$ cat src/rtl/cp0_excp_pkg.sv
// CP0 exception unit shared definitions: register numbers, ExcCodes,
// Status/Cause field positions, vectors and register packing helpers.
package cp0_excp_pkg;

    localparam logic [4:0] REG_BADVADDR = 5'd8;
    localparam logic [4:0] REG_COUNT    = 5'd9;
    localparam logic [4:0] REG_COMPARE  = 5'd11;
    localparam logic [4:0] REG_STATUS   = 5'd12;
    localparam logic [4:0] REG_CAUSE    = 5'd13;
    localparam logic [4:0] REG_EPC      = 5'd14;

    localparam logic [4:0] EXC_INT  = 5'd0;
    localparam logic [4:0] EXC_ADEL = 5'd4;
    localparam logic [4:0] EXC_ADES = 5'd5;
    localparam logic [4:0] EXC_SYS  = 5'd8;
    localparam logic [4:0] EXC_BP   = 5'd9;
    localparam logic [4:0] EXC_RI   = 5'd10;
    localparam logic [4:0] EXC_OV   = 5'd12;

    localparam int STATUS_IE  = 0;
    localparam int STATUS_EXL = 1;
    localparam int STATUS_IM  = 8;
    localparam int STATUS_BEV = 22;
    localparam int CAUSE_EXC  = 2;
    localparam int CAUSE_IP   = 8;
    localparam int CAUSE_TI   = 30;
    localparam int CAUSE_BD   = 31;

    localparam logic [31:0] EXC_VECTOR_DEF = 32'hBFC0_0380;
    localparam logic [31:0] STATUS_RST_DEF = 32'h0040_0000;

    function automatic logic [31:0] pack_status(
        input logic [7:0] im,
        input logic       exl,
        input logic       ie
    );
        logic [31:0] s;
        s = '0;
        s[STATUS_BEV] = 1'b1;
        s[STATUS_IM+:8] = im;
        s[STATUS_EXL] = exl;
        s[STATUS_IE] = ie;
        return s;
    endfunction

    function automatic logic [31:0] pack_cause(
        input logic       bd,
        input logic       ti,
        input logic [7:0] ip,
        input logic [4:0] code
    );
        logic [31:0] c;
        c = '0;
        c[CAUSE_BD] = bd;
        c[CAUSE_TI] = ti;
        c[CAUSE_IP+:8] = ip;
        c[CAUSE_EXC+:5] = code;
        return c;
    endfunction

endpackage

$ cat src/rtl/cp0_excp_if.sv
// Memory-stage to CP0 bundle: exception flags, MTC0/MFC0 traffic and
// the flush/redirect response.
interface cp0_excp_if;
    logic [31:0] pc_m;
    logic        in_delayslot_m;
    logic        is_invalid_m;
    logic        syscall_m;
    logic        break_m;
    logic        eret_m;
    logic        overflow_m;
    logic        adel_m;
    logic        ades_m;
    logic [31:0] badaddr_m;
    logic        cp0_we_m;
    logic [4:0]  cp0_waddr_m;
    logic [31:0] cp0_wdata_m;
    logic [4:0]  cp0_raddr;
    logic [31:0] cp0_rdata;
    logic        exc_flush;
    logic [31:0] exc_pc;
    logic [4:0]  excode;

    modport master (
        output pc_m, in_delayslot_m, is_invalid_m, syscall_m, break_m,
        output eret_m, overflow_m, adel_m, ades_m, badaddr_m,
        output cp0_we_m, cp0_waddr_m, cp0_wdata_m, cp0_raddr,
        input  cp0_rdata, exc_flush, exc_pc, excode
    );

    modport slave (
        input  pc_m, in_delayslot_m, is_invalid_m, syscall_m, break_m,
        input  eret_m, overflow_m, adel_m, ades_m, badaddr_m,
        input  cp0_we_m, cp0_waddr_m, cp0_wdata_m, cp0_raddr,
        output cp0_rdata, exc_flush, exc_pc, excode
    );
endinterface

$ cat src/rtl/cp0_excp_prio.sv
// Fixed-priority exception selector for the memory stage; ERET only
// wins when nothing else is pending.
module cp0_excp_prio
    import cp0_excp_pkg::*;
(
    input  logic       int_req_i,
    input  logic       fetch_adel_i,
    input  logic       ri_i,
    input  logic       sys_i,
    input  logic       bp_i,
    input  logic       ov_i,
    input  logic       adel_i,
    input  logic       ades_i,
    input  logic       eret_i,
    output logic       taken_o,
    output logic [4:0] code_o,
    output logic       is_eret_o,
    output logic       badv_pc_o,
    output logic       badv_data_o
);

    always_comb begin
        taken_o     = 1'b1;
        code_o      = EXC_INT;
        badv_pc_o   = 1'b0;
        badv_data_o = 1'b0;
        if (int_req_i) begin
            code_o = EXC_INT;
        end else if (fetch_adel_i) begin
            code_o    = EXC_ADEL;
            badv_pc_o = 1'b1;
        end else if (ri_i) begin
            code_o = EXC_RI;
        end else if (sys_i) begin
            code_o = EXC_SYS;
        end else if (bp_i) begin
            code_o = EXC_BP;
        end else if (ov_i) begin
            code_o = EXC_OV;
        end else if (adel_i) begin
            code_o      = EXC_ADEL;
            badv_data_o = 1'b1;
        end else if (ades_i) begin
            code_o      = EXC_ADES;
            badv_data_o = 1'b1;
        end else begin
            taken_o = 1'b0;
        end
    end

    assign is_eret_o = eret_i & ~taken_o;

endmodule

$ cat src/rtl/cp0_excp_unit.sv
// CP0 register file with exception/interrupt handling, ERET return,
// Count/Compare timer and MFC0/MTC0 access.
module cp0_excp_unit
    import cp0_excp_pkg::*;
#(
    parameter logic [31:0] EXC_VECTOR = EXC_VECTOR_DEF,
    parameter logic [31:0] STATUS_RST = STATUS_RST_DEF
) (
    input  logic        clk,
    input  logic        resetn,
    input  logic [5:0]  ext_int,
    cp0_excp_if.slave   bus,
    output logic [31:0] status_o,
    output logic [31:0] cause_o,
    output logic [31:0] epc_o,
    output logic        timer_int
);

    logic [7:0]  im_q, im_d;
    logic        exl_q, exl_d;
    logic        ie_q, ie_d;
    logic        bd_q, bd_d;
    logic        ti_q, ti_d;
    logic [5:0]  ip_hw_q, ip_hw_d;
    logic [1:0]  ip_sw_q, ip_sw_d;
    logic [4:0]  code_q, code_d;
    logic [31:0] epc_q, epc_d;
    logic [31:0] count_q, count_d;
    logic [31:0] compare_q, compare_d;
    logic [31:0] badv_q, badv_d;
    logic        tick_q, tick_d;

    logic [31:0] status_w, cause_w, rdata;
    logic [4:0]  code;
    logic        int_req, taken, is_eret, badv_pc, badv_data;
    logic        flush_any, wr_en;

    assign status_w = pack_status(im_q, exl_q, ie_q);
    assign cause_w  = pack_cause(bd_q, ti_q, {ip_hw_q, ip_sw_q}, code_q);
    assign int_req  = ie_q & ~exl_q & (|({ip_hw_q, ip_sw_q} & im_q));

    cp0_excp_prio u_prio (
        .int_req_i   (int_req),
        .fetch_adel_i(|bus.pc_m[1:0]),
        .ri_i        (bus.is_invalid_m),
        .sys_i       (bus.syscall_m),
        .bp_i        (bus.break_m),
        .ov_i        (bus.overflow_m),
        .adel_i      (bus.adel_m),
        .ades_i      (bus.ades_m),
        .eret_i      (bus.eret_m),
        .taken_o     (taken),
        .code_o      (code),
        .is_eret_o   (is_eret),
        .badv_pc_o   (badv_pc),
        .badv_data_o (badv_data)
    );

    assign flush_any     = taken | is_eret;
    assign wr_en         = bus.cp0_we_m & ~flush_any;
    assign bus.exc_flush = resetn & flush_any;
    assign bus.excode    = (resetn & taken) ? code : 5'd0;
    assign bus.exc_pc    = taken ? EXC_VECTOR : epc_q;

    always_comb begin
        im_d      = im_q;
        exl_d     = exl_q;
        ie_d      = ie_q;
        bd_d      = bd_q;
        ip_sw_d   = ip_sw_q;
        code_d    = code_q;
        epc_d     = epc_q;
        compare_d = compare_q;
        badv_d    = badv_q;
        tick_d    = ~tick_q;
        count_d   = count_q + {31'd0, tick_q};
        ti_d      = ti_q | (count_q == compare_q);
        ip_hw_d   = {ext_int[5] | ti_q, ext_int[4:0]};
        if (wr_en) begin
            unique case (bus.cp0_waddr_m)
                REG_COUNT: count_d = bus.cp0_wdata_m;
                REG_COMPARE: begin
                    compare_d = bus.cp0_wdata_m;
                    ti_d      = 1'b0;
                end
                REG_STATUS: begin
                    im_d  = bus.cp0_wdata_m[STATUS_IM+:8];
                    exl_d = bus.cp0_wdata_m[STATUS_EXL];
                    ie_d  = bus.cp0_wdata_m[STATUS_IE];
                end
                REG_CAUSE: ip_sw_d = bus.cp0_wdata_m[CAUSE_IP+:2];
                REG_EPC:   epc_d = bus.cp0_wdata_m;
                default: ;
            endcase
        end
        // Exception state capture; MTC0 is already masked by wr_en here.
        if (taken) begin
            exl_d  = 1'b1;
            code_d = code;
            bd_d   = bus.in_delayslot_m;
            epc_d  = bus.in_delayslot_m ? bus.pc_m - 32'd4 : bus.pc_m;
            if (badv_pc) begin
                badv_d = bus.pc_m;
            end else if (badv_data) begin
                badv_d = bus.badaddr_m;
            end
        end else if (is_eret) begin
            exl_d = 1'b0;
        end
    end

    always_ff @(posedge clk) begin
        if (!resetn) begin
            im_q      <= STATUS_RST[STATUS_IM+:8];
            exl_q     <= STATUS_RST[STATUS_EXL];
            ie_q      <= STATUS_RST[STATUS_IE];
            bd_q      <= 1'b0;
            ti_q      <= 1'b0;
            ip_hw_q   <= '0;
            ip_sw_q   <= '0;
            code_q    <= '0;
            epc_q     <= '0;
            count_q   <= '0;
            compare_q <= '0;
            badv_q    <= '0;
            tick_q    <= 1'b0;
        end else begin
            im_q      <= im_d;
            exl_q     <= exl_d;
            ie_q      <= ie_d;
            bd_q      <= bd_d;
            ti_q      <= ti_d;
            ip_hw_q   <= ip_hw_d;
            ip_sw_q   <= ip_sw_d;
            code_q    <= code_d;
            epc_q     <= epc_d;
            count_q   <= count_d;
            compare_q <= compare_d;
            badv_q    <= badv_d;
            tick_q    <= tick_d;
        end
    end

    always_comb begin
        rdata = '0;
        unique case (bus.cp0_raddr)
            REG_BADVADDR: rdata = badv_q;
            REG_COUNT:    rdata = count_q;
            REG_COMPARE:  rdata = compare_q;
            REG_STATUS:   rdata = status_w;
            REG_CAUSE:    rdata = cause_w;
            REG_EPC:      rdata = epc_q;
            default:      rdata = '0;
        endcase
    end

    assign bus.cp0_rdata = rdata;
    assign status_o      = status_w;
    assign cause_o       = cause_w;
    assign epc_o         = epc_q;
    assign timer_int     = ti_q;

endmodule
$ cat src/flat_wrapper.sv
// flat-port wrapper written by rule: the top's interface ports become plain ports
module cp0_excp_unit_flat import cp0_excp_pkg::*;
#(
    parameter logic [31:0] EXC_VECTOR = EXC_VECTOR_DEF,
    parameter logic [31:0] STATUS_RST = STATUS_RST_DEF
)
  (clk, resetn, ext_int, status_o, cause_o, epc_o, timer_int, bus_pc_m, bus_in_delayslot_m, bus_is_invalid_m, bus_syscall_m, bus_break_m, bus_eret_m, bus_overflow_m, bus_adel_m, bus_ades_m, bus_badaddr_m, bus_cp0_we_m, bus_cp0_waddr_m, bus_cp0_wdata_m, bus_cp0_raddr, bus_cp0_rdata, bus_exc_flush, bus_exc_pc, bus_excode);
  cp0_excp_if bus_i ();
  input  logic clk;
  input  logic resetn;
  input  logic [5:0] ext_int;
  output logic [31:0] status_o;
  output logic [31:0] cause_o;
  output logic [31:0] epc_o;
  output logic timer_int;
  input wire logic [$bits(bus_i.pc_m)-1:0] bus_pc_m;
  input wire logic [$bits(bus_i.in_delayslot_m)-1:0] bus_in_delayslot_m;
  input wire logic [$bits(bus_i.is_invalid_m)-1:0] bus_is_invalid_m;
  input wire logic [$bits(bus_i.syscall_m)-1:0] bus_syscall_m;
  input wire logic [$bits(bus_i.break_m)-1:0] bus_break_m;
  input wire logic [$bits(bus_i.eret_m)-1:0] bus_eret_m;
  input wire logic [$bits(bus_i.overflow_m)-1:0] bus_overflow_m;
  input wire logic [$bits(bus_i.adel_m)-1:0] bus_adel_m;
  input wire logic [$bits(bus_i.ades_m)-1:0] bus_ades_m;
  input wire logic [$bits(bus_i.badaddr_m)-1:0] bus_badaddr_m;
  input wire logic [$bits(bus_i.cp0_we_m)-1:0] bus_cp0_we_m;
  input wire logic [$bits(bus_i.cp0_waddr_m)-1:0] bus_cp0_waddr_m;
  input wire logic [$bits(bus_i.cp0_wdata_m)-1:0] bus_cp0_wdata_m;
  input wire logic [$bits(bus_i.cp0_raddr)-1:0] bus_cp0_raddr;
  output wire logic [$bits(bus_i.cp0_rdata)-1:0] bus_cp0_rdata;
  output wire logic [$bits(bus_i.exc_flush)-1:0] bus_exc_flush;
  output wire logic [$bits(bus_i.exc_pc)-1:0] bus_exc_pc;
  output wire logic [$bits(bus_i.excode)-1:0] bus_excode;
  assign bus_i.pc_m = bus_pc_m;
  assign bus_i.in_delayslot_m = bus_in_delayslot_m;
  assign bus_i.is_invalid_m = bus_is_invalid_m;
  assign bus_i.syscall_m = bus_syscall_m;
  assign bus_i.break_m = bus_break_m;
  assign bus_i.eret_m = bus_eret_m;
  assign bus_i.overflow_m = bus_overflow_m;
  assign bus_i.adel_m = bus_adel_m;
  assign bus_i.ades_m = bus_ades_m;
  assign bus_i.badaddr_m = bus_badaddr_m;
  assign bus_i.cp0_we_m = bus_cp0_we_m;
  assign bus_i.cp0_waddr_m = bus_cp0_waddr_m;
  assign bus_i.cp0_wdata_m = bus_cp0_wdata_m;
  assign bus_i.cp0_raddr = bus_cp0_raddr;
  assign bus_cp0_rdata = bus_i.cp0_rdata;
  assign bus_exc_flush = bus_i.exc_flush;
  assign bus_exc_pc = bus_i.exc_pc;
  assign bus_excode = bus_i.excode;
  cp0_excp_unit #(.EXC_VECTOR(EXC_VECTOR), .STATUS_RST(STATUS_RST)) u_core (.clk(clk), .resetn(resetn), .ext_int(ext_int), .bus(bus_i), .status_o(status_o), .cause_o(cause_o), .epc_o(epc_o), .timer_int(timer_int));
endmodule
$ cat config.mk
export PLATFORM = sky130hd
export DESIGN_NAME = cp0_excp_unit_flat
export DESIGN_NICKNAME = d
export VERILOG_FILES = /design/src/rtl/cp0_excp_pkg.sv /design/src/rtl/cp0_excp_if.sv /design/src/rtl/cp0_excp_prio.sv /design/src/rtl/cp0_excp_unit.sv /design/src/flat_wrapper.sv
export SDC_FILE = /design/constraint.sdc
export NUM_CORES = 1
export LEC_CHECK = 0
export ABC_AREA = 1
export BUFFER_PORTS_ARGS = -buffer_cell sky130_fd_sc_hd__buf_2
export CORE_MARGIN = 2
export CORE_UTILIZATION = 50
export CTS_CLUSTER_DIAMETER = 100
export DETAILED_ROUTE_END_ITERATION = 10
export GPL_TIMING_DRIVEN = 1
export PLACE_DENSITY_LB_ADDON = 0.25
export SLEW_MARGIN = 20
export SYNTH_ARGS = -nofsm -noshare
export SYNTH_HDL_FRONTEND = slang
export SYNTH_SLANG_ARGS = --single-unit
$ cat constraint.sdc
create_clock -name clk -period 2.05 [get_ports clk]
set_input_delay 0.1025 -clock clk [delete_from_list [all_inputs] [get_ports clk]]
set_output_delay 0.1025 -clock clk [all_outputs]
set_load 0.01 [all_outputs]
Word-level counts from Yosys, hierarchy flattened
Cells that the tools add are included.
{"block": "totals", "reg_bits": 154, "inputBits": 123, "out_inout_bits": 167, "elab_cells": 95}
{"block": "classes", "addsub": 2, "eq_ne": 12, "n_mux": 41, "bitwise_logic": 14, "reduce_logical": 13}
{"cell": "$mux 32", "n": 9}
{"cell": "$pmux 32 s6", "n": 1}
{"cell": "$eq 5x4->1 const B", "n": 11}
{"cell": "$add 32x1->32", "n": 1}
{"cell": "$eq 32x32->1", "n": 1}
{"cell": "$sub 32x3->32 const B", "n": 1}
{"cell": "$mux 4", "n": 7}
{"cell": "$mux 1", "n": 22}
{"cell": "$reduce_and 2->1", "n": 6}
{"cell": "$and 8x8->8", "n": 1}
{"cell": "$reduce_or 8->1", "n": 1}
{"cell": "$and 1x1->1", "n": 6}
{"cell": "$mux 3", "n": 2}
{"cell": "$reduce_bool 2->1", "n": 3}
{"cell": "$reduce_bool 3->1", "n": 2}
{"cell": "$not 1->1", "n": 4}
{"cell": "$or 1x1->1", "n": 3}
{"cell": "$reduce_or 2->1", "n": 1}

Depth between registers and ports, before layout
{"block": "depth", "ltp_word": 16, "depth_mapped": 13, "ltp_nobuf": 13}

Hierarchy
A second synthesis with hierarchy kept.
{"block": "unflattened", "hier_cells": 1545, "hier_area_um2": 9955.8}
{"module": "cp0_excp_unit", "instances": 1, "cells_each": 1516, "area_per_inst_um2": 9825.7, "seq_area_each_um2": 3083.0}
{"module": "cp0_excp_prio", "instances": 1, "cells_each": 29, "area_per_inst_um2": 130.1, "seq_area_each_um2": 0.0}

Worst setup path after synthesis
No wires, ideal clock.
{"block": "synth_path", "path_type": "reg-to-reg", "from": "reg u_core.count_q[0]", "to": "reg u_core.count_q[22]", "setup_time_ns": 0.116, "arrival_ns": 1.752, "required_time_ns": 1.934, "setup_slack_ns": 0.182, "path_stages_with_launch": 11, "n_path_buf": 0, "period_less_slack_ns": 1.868, "path_cell_list": "dfxtp_1 ha_1 ha_1 nand3_2 nor2_1 and2_2 nand3_1 nor2_2 a21oi_1 nor2_1 nor2_1"}
{"block": "synth_via", "elab_chain_cells": 3}
{"item": "start: declaration", "line": "cp0_excp_unit.sv:28", "source": "logic [31:0] count_q, count_d;"}
{"item": "start signal: assignment", "line": "cp0_excp_unit.sv:137", "source": "count_q <= count_d;"}
{"item": "$add 32x1->32 (*)", "line": "cp0_excp_unit.sv:76", "source": "count_d = count_q + {31'd0, tick_q};"}
{"item": "$mux 32", "line": "cp0_excp_unit.sv:80", "source": "unique case (bus.cp0_waddr_m)"}
{"item": "$mux 32 (*)", "line": "cp0_excp_unit.sv:79", "source": "if (wr_en) begin"}
Every way passes the cells marked *; elsewhere a longest branch is shown, timed or not.
A chain may end at the register's enable or synchronous reset.

Final worst setup path
{"block": "layout_path", "from": "reg u_core.im_q[1]", "to": "out bus_excode[3]"}
{"block": "layout_via", "elab_chain_cells": 6, "word_cells_on_any_way": 7, "cone_classes": "mux: 3; bitwise: 3; reduce/logical: 1"}
{"item": "start: declaration", "line": "cp0_excp_unit.sv:19", "source": "logic [7:0] im_q, im_d;"}
{"item": "start signal: assignment", "line": "cp0_excp_unit.sv:114", "source": "im_q <= STATUS_RST[STATUS_IM+:8];"}
{"item": "start signal: assignment", "line": "cp0_excp_unit.sv:128", "source": "im_q <= im_d;"}
{"item": "$and 8x8->8 (*)", "line": "cp0_excp_unit.sv:40", "source": "assign int_req = ie_q & ~exl_q & (|({ip_hw_q, ip_sw_q} & im_q));"}
{"item": "$reduce_or 8->1 (*)", "line": "cp0_excp_unit.sv:40"}
{"item": "$and 1x1->1 (*)", "line": "cp0_excp_unit.sv:40"}
{"item": "$mux 1", "line": "cp0_excp_prio.sv:27", "source": "if (int_req_i) begin"}
{"item": "$and 1x1->1", "line": "cp0_excp_unit.sv:62", "source": "assign bus.excode = (resetn & taken) ? code : 5'd0;"}
{"item": "$mux 4 (*)", "line": "cp0_excp_unit.sv:62"}
{"item": "end: declaration", "line": "flat_wrapper.sv:33", "source": "output wire logic [$bits(bus_i.excode)-1:0] bus_excode;"}
Marked as above.

==> metrics.txt <==
global route total overflow=0; DRT iter0 DRCs=1308; Row Count=51; Mapped Cells=1615; library cells used by synthesis=44; Leakage=about 6.3 nW; VDD IR-drop max=between 0.5 and 0.6 mV; area delta synth->final=30.97%; die height=144.8 um; max_cap viols=0; root buf cell=clkbuf_16; Overall Global Routing Usage=37.92%; CP Class=reg2out; Clock Pin Slew Worst Setup and Hold Paths=70 ps; critical path capture point type=output port; area leader, netlist=dfxtp_1; WP data required=1950 ps; Hold Slack=-3.946 ps; ratio of cells with drive above 1 in the final layout=20.69%; Tcrit/Tclk final=98.82%; CTS Buffer Depth=2; Yosys top cell area share=30.90%; DRT Pass-1 Iters=6; RSZ-0062 raised after global routing=true; relative slew slack=28.30%; Synth area leaders=dfxtp_1, nand2_1, nor2_1; status=finished, violations left; routed len/inst=18.32 um; clk sink count=153; via/cell ratio=5.409; FILL cells=1805; final instance area=12980 um2; highest net fanout along the worst path=5; crit start category=flip-flop; violated checks=negative hold slack; final worst path period need=2026 ps; Final Setup Violations=0; worst slew pin tran=1069 ps; top_reg_cell synth=dfxtp_1; Max Slew Vio Count=0; latest clock arrival within the worst-skew pair=440 ps; die width=144.8 um; number of global-route vias before repair=10716; Avg Synthesized Cell Area=6.138 um2; Multi-input gate area=5739 um2; Final GP Congestion=1.028; placed instance area=11460 um2; Final TNS setup=0 ps; Yosys reg bits=153; Reg area=3080 um2; routed wire length=40550 um; first-pass GRT wire length=approximately 60000 um; Starting Density=50.94%; Num CTS Buffers=17; Critical Path AT=1920 ps; most numerous cell in the Yosys netlist=nand2_1; nets=2061; power per cell area=roughly 560 nW/um2; total core area=~19000 um2; synth cell count leaders=nand2_1, nor2_1, inv_1; count of input and output buffers=248; largest net degree at the start of global routing=50; ys async rst share=0%; Seq/Total Area, Yosys=a little under a third; drc violations=0; Max Clk Rate=493.6 MHz; DR vias=11971; Final HPWL DP=30970 um; initial antenna violation count=0; IO Pins=290; final setup margin=24.10 ps; Min-Delay Path Class=in2reg; # diodes=0; remaining antenna violation count=0; CTS tree=done; Synthesis Warnings=0; final hold vios=2; Syn Std Cell Area=between 9000 and 10000 um2; Worst Clk Skew=9.572 ps; CTS H-tree depth=4; Post-Place Setup Slack=94.11 ps; die area=20970 um2; Post-synth EDFFs=0
worst max-delay path: stages (launching register included):
cell and delay [ps]:
dfxtp_4 360, nand2_1 60, nand2_1 50, nor2_1 120, nand2_2 110, nand2_4 100, buf_6 120, buf_6 110
nand2_2 60, inv_4 80, nand2_2 70, nor2_2 100, buf_2 150
cell usage in the layout (no fill, tap or decap), types with 6 or more instances in the layout:
cell type and n:
nor2_1 267, xnor2_1 23, nand3_1 96, buf_12 10
buf_2 247, inv_6 8, dfxtp_2 8, nand4_1 24
nor3_1 11, dfxtp_1 143, a31oi_1 10, clkbuf_16 18
inv_1 186, a22oi_1 25, o21ai_0 88, o21bai_1 6
dlygate4sd3_1 64, nand2_2 6, nand2_1 403, or2_2 13
nor2_2 9, o22ai_1 10, a21oi_1 67, conb_1 41
o211ai_1 41, xor2_1 29, buf_4 48
area by class of cell:
cell class | instances | share of cell area [%]
Clock buffer | 17 | 3.276
Clock inverter | 15 | 1.166
Inverter | 189 | 5.483
Multi-Input combinational cell | 1199 | 44.20
Sequential cell | 153 | 23.73
Tap cell | 265 | 2.554
Timing Repair Buffer | 375 | 19.59
cell families after synthesis:
group	after synthesis	share of synthesized area [%]
AND/OR/NAND/NOR	851	35.53
buffers and inverters	302	13.58
AO/OA/AOI/OAI	252	14.94
flip-flops	153	30.90
XOR/XNOR	52	4.594
adder cells (fa/ha/maj)	3	0.3787
other	2	0.07576
worst paths after layout:
check        cells past startpoint  slack (ps)              endpoint              start
max reg2reg                     13          80  u_core.compare_q[12]     u_core.im_q[1]
max                             12          20         bus_excode[3]     u_core.im_q[1]
min reg2reg                      2         470        u_core.im_q[3]     u_core.im_q[3]
min                              5          -4     u_core.badv_q[21]  bus_badaddr_m[21]
per-layer routing:
layer	wire length [um]	global-route usage [%]
met1	16710	51.36
met2	18270	60.38
met3	4322	8.062
met4	1250	12.06
met5	0	0
repair_timing:
item / CTS / global route
hold buffers: 64 / 0
cloned: 1 / 1
pin swaps: 3 / 8
endpoints found under the hold margin: 62 / 0
setup buffers: 7 / 6
gates resized for setup: 18 / 30
endpoints found under the setup margin: 22 / 76
stage by stage:
stage,power (mW),std cells,util [%]
floorplan,3.685,1654,-
global placement,4.051,2102,58.88
detailed placement,4.062,2102,58.88
CTS,7.270,2206,65.85
global route,7.559,2213,66.71
finish,7.313,2213,66.71
sequential cells by signal (all words and copies together), names as in the netlist, 2 cells and up:
name,count
u_core.ip_hw_q,6
u_core.ip_sw_q,2
u_core.im_q,8
u_core.code_q,4
u_core.compare_q,32
u_core.count_q,32
u_core.badv_q,32
u_core.epc_o,32
where the power goes:
group / switching [mW] / leakage (nW) / internal (mW) / total [mW]
clock network: 1.46 / 0.280 / 1.72 / 3.17
registers: 0.106 / 1.26 / 3.07 / 3.17
logic: 0.588 / 4.77 / 0.379 / 0.967
(Power assumes the default switching activity.)
